**src/rtl/magnitude_aggregator.sv**
```systemverilog
// magnitude_aggregator: latches per-channel magnitude strobes into aligned snapshots
// and streams each one as a sequenced AXI-Stream frame (header word + NUM_CH data words).
module magnitude_aggregator #(
  parameter int NUM_CH     = 8,
  parameter int DATA_WIDTH = 32,
  parameter int TIMEOUT    = 1024
) (
  input  logic                         aclk,
  input  logic                         areset,
  input  logic                         enable,
  input  logic [NUM_CH-1:0]            ch_mask,
  input  logic [NUM_CH*DATA_WIDTH-1:0] s_tdata,
  input  logic [NUM_CH-1:0]            s_tvalid,
  output logic [DATA_WIDTH-1:0]        m_axis_tdata,
  output logic                         m_axis_tvalid,
  input  logic                         m_axis_tready,
  output logic                         m_axis_tlast,
  output logic                         m_axis_tuser,
  output logic [15:0]                  overrun_cnt,
  output logic [15:0]                  timeout_cnt
);

  localparam int IDX_W = (NUM_CH > 1) ? $clog2(NUM_CH) : 1;
  localparam int TMR_W = $clog2(TIMEOUT);
  localparam logic [IDX_W-1:0] LAST_IDX = IDX_W'(NUM_CH - 1);
  localparam logic [TMR_W-1:0] TMR_LAST = TMR_W'(TIMEOUT - 1);

  typedef enum logic [1:0] {
    IDLE = 2'd0,
    HDR  = 2'd1,
    DATA = 2'd2
  } state_t;

  state_t                state_q, state_d;
  logic [NUM_CH-1:0]     pending_q, pending_d;
  logic [DATA_WIDTH-1:0] hold_q  [NUM_CH];
  logic [DATA_WIDTH-1:0] hold_d  [NUM_CH];
  logic [DATA_WIDTH-1:0] frame_q [NUM_CH];
  logic [DATA_WIDTH-1:0] frame_d [NUM_CH];
  logic [NUM_CH-1:0]     vmask_q, vmask_d;
  logic [15:0]           seq_q, seq_d;
  logic [TMR_W-1:0]      timer_q, timer_d;
  logic [IDX_W-1:0]      idx_q, idx_d;
  logic [15:0]           overrun_q, overrun_d;
  logic [15:0]           tmo_cnt_q, tmo_cnt_d;

  logic [NUM_CH-1:0]     strobe;
  logic                  complete;
  logic                  timer_hit;
  logic                  snap;
  logic                  handshake;
  logic                  overrun_any;
  logic [15:0]           hdr_mask;

  // Outputs come straight from registered state, so they hold steady under stall.
  always_comb begin
    hdr_mask      = 16'(vmask_q);
    m_axis_tvalid = (state_q != IDLE);
    m_axis_tuser  = (state_q == HDR);
    m_axis_tlast  = (state_q == DATA) && (idx_q == LAST_IDX);
    m_axis_tdata  = '0;
    case (state_q)
      HDR:     m_axis_tdata = DATA_WIDTH'({seq_q, hdr_mask});
      DATA:    m_axis_tdata = frame_q[idx_q];
      default: m_axis_tdata = '0;
    endcase
  end

  always_comb begin
    strobe      = enable ? s_tvalid : '0;
    complete    = (ch_mask != '0) && ((pending_q & ch_mask) == ch_mask);
    timer_hit   = (pending_q != '0) && (timer_q == TMR_LAST);
    snap        = (state_q == IDLE) && (complete || timer_hit);
    handshake   = m_axis_tvalid && m_axis_tready;
    overrun_any = ((pending_q & strobe) != '0) && !snap;

    state_d   = state_q;
    pending_d = pending_q;
    hold_d    = hold_q;
    frame_d   = frame_q;
    vmask_d   = vmask_q;
    seq_d     = seq_q;
    timer_d   = timer_q;
    idx_d     = idx_q;
    overrun_d = overrun_q;
    tmo_cnt_d = tmo_cnt_q;

    for (int unsigned i = 0; i < NUM_CH; i++) begin
      if (strobe[i]) begin
        hold_d[i] = s_tdata[i*DATA_WIDTH +: DATA_WIDTH];
      end
    end

    // A strobe landing in the snapshot cycle stays pending for the next frame.
    pending_d = snap ? strobe : (pending_q | strobe);

    if (overrun_any && (overrun_q != 16'hFFFF)) begin
      overrun_d = overrun_q + 16'd1;
    end

    if (snap || (pending_q == '0)) begin
      timer_d = '0;
    end else if (state_q == IDLE) begin
      timer_d = timer_q + TMR_W'(1);
    end

    if (snap) begin
      vmask_d = pending_q;
      for (int unsigned i = 0; i < NUM_CH; i++) begin
        frame_d[i] = pending_q[i] ? hold_q[i] : '0;
      end
      if (timer_hit && !complete && (tmo_cnt_q != 16'hFFFF)) begin
        tmo_cnt_d = tmo_cnt_q + 16'd1;
      end
    end

    case (state_q)
      IDLE: begin
        if (snap) begin
          state_d = HDR;
        end
      end
      HDR: begin
        if (handshake) begin
          state_d = DATA;
          idx_d   = '0;
        end
      end
      DATA: begin
        if (handshake) begin
          if (idx_q == LAST_IDX) begin
            state_d = IDLE;
            idx_d   = '0;
            seq_d   = seq_q + 16'd1;
          end else begin
            idx_d = idx_q + IDX_W'(1);
          end
        end
      end
      default: state_d = IDLE;
    endcase
  end

  always_ff @(posedge aclk) begin
    if (areset) begin
      state_q   <= IDLE;
      pending_q <= '0;
      hold_q    <= '{default: '0};
      frame_q   <= '{default: '0};
      vmask_q   <= '0;
      seq_q     <= '0;
      timer_q   <= '0;
      idx_q     <= '0;
      overrun_q <= '0;
      tmo_cnt_q <= '0;
    end else begin
      state_q   <= state_d;
      pending_q <= pending_d;
      hold_q    <= hold_d;
      frame_q   <= frame_d;
      vmask_q   <= vmask_d;
      seq_q     <= seq_d;
      timer_q   <= timer_d;
      idx_q     <= idx_d;
      overrun_q <= overrun_d;
      tmo_cnt_q <= tmo_cnt_d;
    end
  end

  assign overrun_cnt = overrun_q;
  assign timeout_cnt = tmo_cnt_q;

endmodule

```
**config.mk**
```make
export PLATFORM = sky130hd
export DESIGN_NAME = magnitude_aggregator
export DESIGN_NICKNAME = d
export VERILOG_FILES = /design/src/rtl/magnitude_aggregator.sv
export SDC_FILE = /design/constraint.sdc
export NUM_CORES = 1
export LEC_CHECK = 0
export BUFFER_PORTS_ARGS = -buffer_cell sky130_fd_sc_hd__buf_2
export CAP_MARGIN = 20
export CORE_ASPECT_RATIO = 1.4
export CORE_MARGIN = 3
export CORE_UTILIZATION = 41
export CTS_CLUSTER_DIAMETER = 60
export DETAILED_ROUTE_END_ITERATION = 10
export HOLD_SLACK_MARGIN = 0.08
export PLACE_DENSITY = 0.64
export SYNTH_ARGS = -nofsm -noshare
export SYNTH_HDL_FRONTEND = slang
export SYNTH_SLANG_ARGS = --single-unit
```
**constraint.sdc**
```tcl
create_clock -name aclk -period 6.85 [get_ports aclk]
set_input_delay 1.37 -clock aclk [delete_from_list [all_inputs] [get_ports aclk]]
set_output_delay 1.37 -clock aclk [all_outputs]
set_load 0.02 [all_outputs]
```
Yosys cells after proc, flatten, opt, wreduce, memory -nomap -nowiden
Cells that the tools add are included.
{ "totals": {"regBits": 591, "in_bits": 276, "wordCells": 93, "output_inout_bits": 67} }
{ "op_classes": {"n_lt_le_gt_ge": 1, "n_bitwise": 4, "n_reduce_logical": 25, "add_sub_neg": 5, "eq_ne": 11, "muxes": 23} }
{ "op_table": {"columns": ["cell", "n"], "rows": [
  ["$mux 32", 10],
  ["$bmux 32 s3", 1],
  ["$pmux 32 s2", 1],
  ["$add 16x1->16 const B", 3],
  ["$ne 16x16->1 const B", 2],
  ["$reduce_bool 8->1", 3],
  ["$and 8x8->8", 2],
  ["$mux 8", 2],
  ["$add 10x1->10 const B", 1],
  ["$eq 10x10->1 const B", 1],
  ["$logic_and 1x1->1", 9],
  ["$mux 3", 3],
  ["$eq 8x8->1", 1],
  ["$logic_not 8->1", 1],
  ["$mux 2", 4],
  ["$or 8x8->8", 1],
  ["$pmux 2 s3", 1],
  ["$pmux 3 s2", 1],
  ["$reduce_and 3->1", 2],
  ["$ge 4x4->1 const B", 1],
  ["$ne 2x1->1 const B", 2],
  ["$ne 2x2->1 const B", 2],
  ["$not 3->4", 1],
  ["$reduce_and 4->1", 1],
  ["other kinds (10)", 13]
]} }

Depth between registers and ports, before layout
{ "depth": {"depth_word": 8, "depth_mapped": 11, "ltp_nobuf": 8} }

Least setup slack after synthesis
OpenSTA, ideal clock, no wires.
{ "synth_timing": {"path_type": "reg-to-output", "from": "register idx_q[2]", "to": "output port m_axis_tdata[26]", "path_slack_ns": 3.477, "path_buffers": 2, "stages_incl_launch_ff": 7, "required_ns": 5.480, "arrival_ns": 2.003, "cell_sequence": "dfxtp_1 -> clkbuf_1 -> clkbuf_1 -> mux4_2 -> mux2_2 -> a22oi_1 -> nor2b_1"} }
{ "synth_between": {"elab_chain_cells": 5} }
{ "synth_lines": {"columns": ["element", "line", "source"], "rows": [
  ["from (decl)", "43", "logic [IDX_W-1:0] idx_q, idx_d;"],
  ["from (signal assigned)", "164", "idx_q <= idx_d;"],
  ["$not 3->4 (not written as such)", "64", "DATA: m_axis_tdata = frame_q[idx_q];"],
  ["$bmux 32 s3", "64", null],
  ["$mux 32 (not written as such) (2 in a row)", "64", null],
  ["$pmux 32 s2", "62", "case (state_q)"],
  ["to (decl)", "14", "output logic [DATA_WIDTH-1:0] m_axis_tdata,"]
]} }
No other way between the ends. The select of a mux whose other input is x is not followed.

Final worst setup path
{ "layout_timing": {"from": "register idx_q[0]", "to": "output port m_axis_tdata[7]"} }
Same word-level chain as after synthesis.

==> impl_results.rst <==
.. list-table::
   :header-rows: 1

   * - Metric
     - Value
   * - Outcome
     - finished, final reports clean
   * - Most common cell after layout, fill and taps aside
     - sky130_fd_sc_hd__dfxtp_1
   * - Hold bufs inserted after CTS
     - 0
   * - EDFF count, synth
     - 0
   * - Clock-pin transition on the worst setup and hold timing paths
     - 0.07 ns
   * - Crit path arrival time
     - 3.35 ns
   * - Clk Latency, worst-skew pair
     - 0.59 ns
   * - Die Wd
     - 204 µm
   * - Unrepaired setup endpoints after global routing
     - false
   * - Routed wl met3
     - just under 4000 µm
   * - TritonCTS clock tree
     - done
   * - Main combinational cell family by area after synthesis
     - compound AO/OA/AOI/OAI gates
   * - Post-DR vias/cell
     - about 5.5
   * - Actual transition at the worst max-transition pin
     - ~1.1 ns
   * - Wire length the detailed router placed on met1
     - 29,700 µm
   * - Max-slew headroom
     - 0.261
   * - Critical path class
     - reg -> out
   * - Number of nets with antenna violations after detailed routing
     - 0
   * - Antenna violations before repair
     - 4
   * - Synthesized instance count
     - 2,332
   * - End of the worst register-to-register path
     - seq_q[15]
   * - Combinational fraction of design power
     - 0.067
   * - Share of power burned in the clock network
     - 0.457
   * - Final Hold Viols
     - 0
   * - Count of standard-cell rows
     - between 100 and 150
   * - Cells taking the most area after synthesis
     - sky130_fd_sc_hd__dfxtp_1 52%, sky130_fd_sc_hd__a22o_1 9.7%, sky130_fd_sc_hd__nand2_1 9.3%
   * - Worst Hold Path EP
     - hold_q[42]
   * - Total Wirelength
     - 74,800 µm
   * - Residual overflow from global routing
     - 0
   * - GRT Resource Usage Total
     - 0.249
   * - Area enclosed by the die boundary
     - 57,900 µm²
   * - Max Freq
     - 212 MHz
   * - Setup ws final
     - 2.13 ns
   * - Routed length on met2
     - 37,800 µm
   * - Count of warnings emitted by yosys
     - 0
   * - Min-delay worst type
     - reg -> reg
   * - Startpoint of the worst-slack reg-to-reg timing path
     - idx_q[1]
   * - Final Net Count
     - ~2,900
   * - Number of input and output port buffers inserted
     - 342
   * - Number of sinks on the clock net
     - 591
   * - Largest net degree at the start of global routing
     - approximately 190
   * - Critical hold path startpoint
     - hold_q[42]
   * - Placer Congestion
     - 0.953
   * - Average wire per standard cell
     - 22.4 µm
   * - Die Y-Extent
     - 283 µm
   * - Peak supply drop
     - 0.215 mV
   * - Post CTS Setup Buffer Count
     - 0
   * - Fraction of final layout cells with drive strength greater than 1
     - 0.220
   * - Max Root-Sink Buffers
     - 3
   * - Worst reg2reg path depth
     - 8
   * - Area of the multi-input gates
     - between 9000 and 10,000 µm²
   * - Leakage
     - about 10 nW
   * - Total Neg Setup Slack
     - 0 ns
   * - Sequential element share of the synthesized area
     - 0.525
   * - Max-cap violations
     - 0
   * - Startpoint Class
     - flip-flop
   * - Top-level I/O count
     - 343
   * - Mux contribution to synthesized area
     - 0.0836
   * - Commonest cells after routing, fill and taps aside
     - 588 x sky130_fd_sc_hd__dfxtp_1, 560 x sky130_fd_sc_hd__nand2_1, 341 x sky130_fd_sc_hd__buf_2
   * - Buffer cell driving the clock tree root
     - sky130_fd_sc_hd__clkbuf_16
   * - Fraction of power spent switching nets
     - 0.231
   * - Post-synthesis cell type with the largest combined area
     - sky130_fd_sc_hd__dfxtp_1
   * - Total vias in the final route
     - 18,500
   * - Distinct cell type count of the synthesized netlist
     - 56
   * - Switching Power
     - around 1.7 mW
   * - Worst slack at placement
     - 2.62 ns
   * - Xor/xnor share of the synthesized area
     - 0.0105
   * - Detailed Place HPWL
     - 53,200 µm
   * - Maximum level of the CTS H-tree
     - 2
   * - Uppermost metal layer occupied by signal nets
     - met4
   * - Post-synthesis share of cell area spent on full adders, half adders and majority gates
     - 0.00499
   * - Register-to-register setup slack
     - 3.37 ns
   * - Final setup fails
     - 0
   * - Share of power burned in registers
     - 0.476
   * - Post-synthesis instance area
     - 22,500 µm²
   * - Crit path time final
     - 4.72 ns
   * - Ys flop type
     - sky130_fd_sc_hd__dfxtp_1
   * - Number of DRC markers after the initial detailed-route iteration
     - roughly 1,300
   * - Maximum fanout count along the critical path
     - 36
   * - P_int
     - 5.78 mW
   * - Flip-flop and latch area
     - 11,800 µm²
   * - Initial Utilization
     - 0.415
   * - Fraction of the mapped netlist area in compound gates
     - 0.184
   * - Endpoint kind of the worst setup timing path
     - output port
   * - Final cycle utilization of the critical path
     - 0.689
   * - Mean post-synth cell area
     - 9.67 µm²
   * - Number of cells upsized or downsized after cts
     - 0
   * - Simple-gate share of the synthesized area
     - 0.150
   * - Detailed-routing iteration count for the pre-antenna-repair pass
     - 6
   * - First-pass GRT wire length
     - 112,000 µm
   * - Power density over cell area
     - ~280 nW/µm²
   * - Core area
     - approximately 54,000 µm²
   * - Share of synthesized registers carrying an async set or reset
     - 0
   * - Count of state elements after synthesis
     - 591
   * - Area added between synthesis and finish
     - 18.1%
   * - Number of nets produced by synthesis
     - between 2,000 and 3,000
   * - Fillers
     - ~5,100
   * - Number of slew-limit violations in the final report
     - 0
   * - Number of buffers inserted during clock tree synthesis
     - 56
   * - Worst setup skew after layout
     - 0.0220 ns
   * - Top cell type's share of synthesized area
     - 0.525
   * - Data required time at the worst endpoint
     - 5.48 ns
   * - Number of global-route vias before repair
     - around 18,000
   * - Remaining design rule violation count
     - 0
   * - Worst Hold Path Cells
     - 2
-- how the worst max path moves through the flow --
stage	from	endpoint	slack, ns	depth (start not counted)
3_5_place_dp	ch_mask[4]	frame_q[55]	2.62	8
6_report	idx_q[0]	m_axis_tdata[7]	2.13	6
5_1_grt	idx_q[0]	m_axis_tdata[7]	1.94	6
2_1_floorplan	idx_q[2]	m_axis_tdata[26]	3.48	6
3_3_place_gp	ch_mask[4]	frame_q[42]	2.64	8
4_1_cts	idx_q[0]	m_axis_tdata[7]	2.05	6
-- sequential cells by signal, indices dropped and copies added, names as in the netlist --
register,count
state_q,2
seq_q,16
timeout_cnt,16
overrun_cnt,16
idx_q,3
pending_q,8
frame_q,256
hold_q,256
timer_q,10
vmask_q,8
-- power by group through the flow --
stage / combinational [mW] / sequential, mW / clock [mW]
floorplan: 0.300 / 3.63 / 0
global placement: 0.492 / 3.66 / 0
detailed placement: 0.501 / 3.66 / 0
CTS: 0.503 / 3.58 / 3.48
global route: 0.550 / 3.59 / 3.63
finish: 0.504 / 3.58 / 3.44
-- critical path, stage by stage (launching register included) --
cell	delay, ns
sky130_fd_sc_hd__dfxtp_4	0.55
sky130_fd_sc_hd__buf_4	0.62
sky130_fd_sc_hd__mux4_2	0.63
sky130_fd_sc_hd__mux2_2	0.28
sky130_fd_sc_hd__a22oi_1	0.39
sky130_fd_sc_hd__nor2b_1	0.08
sky130_fd_sc_hd__buf_2	0.18
-- routing by layer --
metal | vias up | GRT usage
met5 | - | 0
met3 | 129 | 0.0319
li1 | 8709 | -
met2 | 621 | 0.444
met1 | 9079 | 0.304
met4 | 0 | 0.0980
-- kinds of logic after synthesis --
kind of cell	after synthesis
AO/OA/AOI/OAI	614
XOR/XNOR	27
flip-flops	591
multiplexers	105
adder cells (fa/ha/maj)	9
buffers and inverters	206
AND/OR/NAND/NOR	780
-- layout make-up --
cell class | instances | share of cell area
sequential | 591 | 0.444
multi-input combinational | 1535 | 0.367
timing repair buffer | 374 | 0.0753
clock buffer | 78 | 0.0603
tap | 721 | 0.0339
clock inverter | 25 | 0.0167
inverter | 16 | 0.00225
antenna | 1 | 0.0000939
-- synth_stat cells, types with 6 or more instances --
cell	instances
sky130_fd_sc_hd__nand3_1	32
sky130_fd_sc_hd__nor2b_1	29
sky130_fd_sc_hd__and3_1	12
sky130_fd_sc_hd__nand2_1	560
sky130_fd_sc_hd__or4_1	7
sky130_fd_sc_hd__a22o_1	250
sky130_fd_sc_hd__clkbuf_1	110
sky130_fd_sc_hd__dfxtp_1	591
sky130_fd_sc_hd__mux2_2	27
sky130_fd_sc_hd__xnor2_1	11
sky130_fd_sc_hd__nor2_1	65
sky130_fd_sc_hd__o21ai_0	15
sky130_fd_sc_hd__buf_2	37
sky130_fd_sc_hd__or3_1	16
sky130_fd_sc_hd__a21o_1	6
sky130_fd_sc_hd__nand4_1	11
sky130_fd_sc_hd__buf_6	16
sky130_fd_sc_hd__a22oi_1	25
sky130_fd_sc_hd__xor2_1	16
sky130_fd_sc_hd__nand2b_1	7
sky130_fd_sc_hd__mux2i_1	14
sky130_fd_sc_hd__and2_1	9
sky130_fd_sc_hd__ha_1	9
sky130_fd_sc_hd__mux4_2	64
sky130_fd_sc_hd__buf_1	27
sky130_fd_sc_hd__nor3_1	7
sky130_fd_sc_hd__a21oi_1	299
sky130_fd_sc_hd__inv_1	16
-- stage by stage --
stage	total power, mW	util	hold slack (ns)	cells	area [µm²]
5_1_grt	7.76	0.490	0.460	3341	26600
4_1_cts	7.57	0.490	0.455	3339	26600
3_5_place_dp	4.16	0.452	0.442	3236	24600
3_3_place_gp	4.15	0.451	0.434	3234	24500
2_1_floorplan	3.93	-	0.427	2332	22500
6_report	7.53	0.490	0.453	3341	26600
Note: power is estimated with default switching activity, not from simulation.
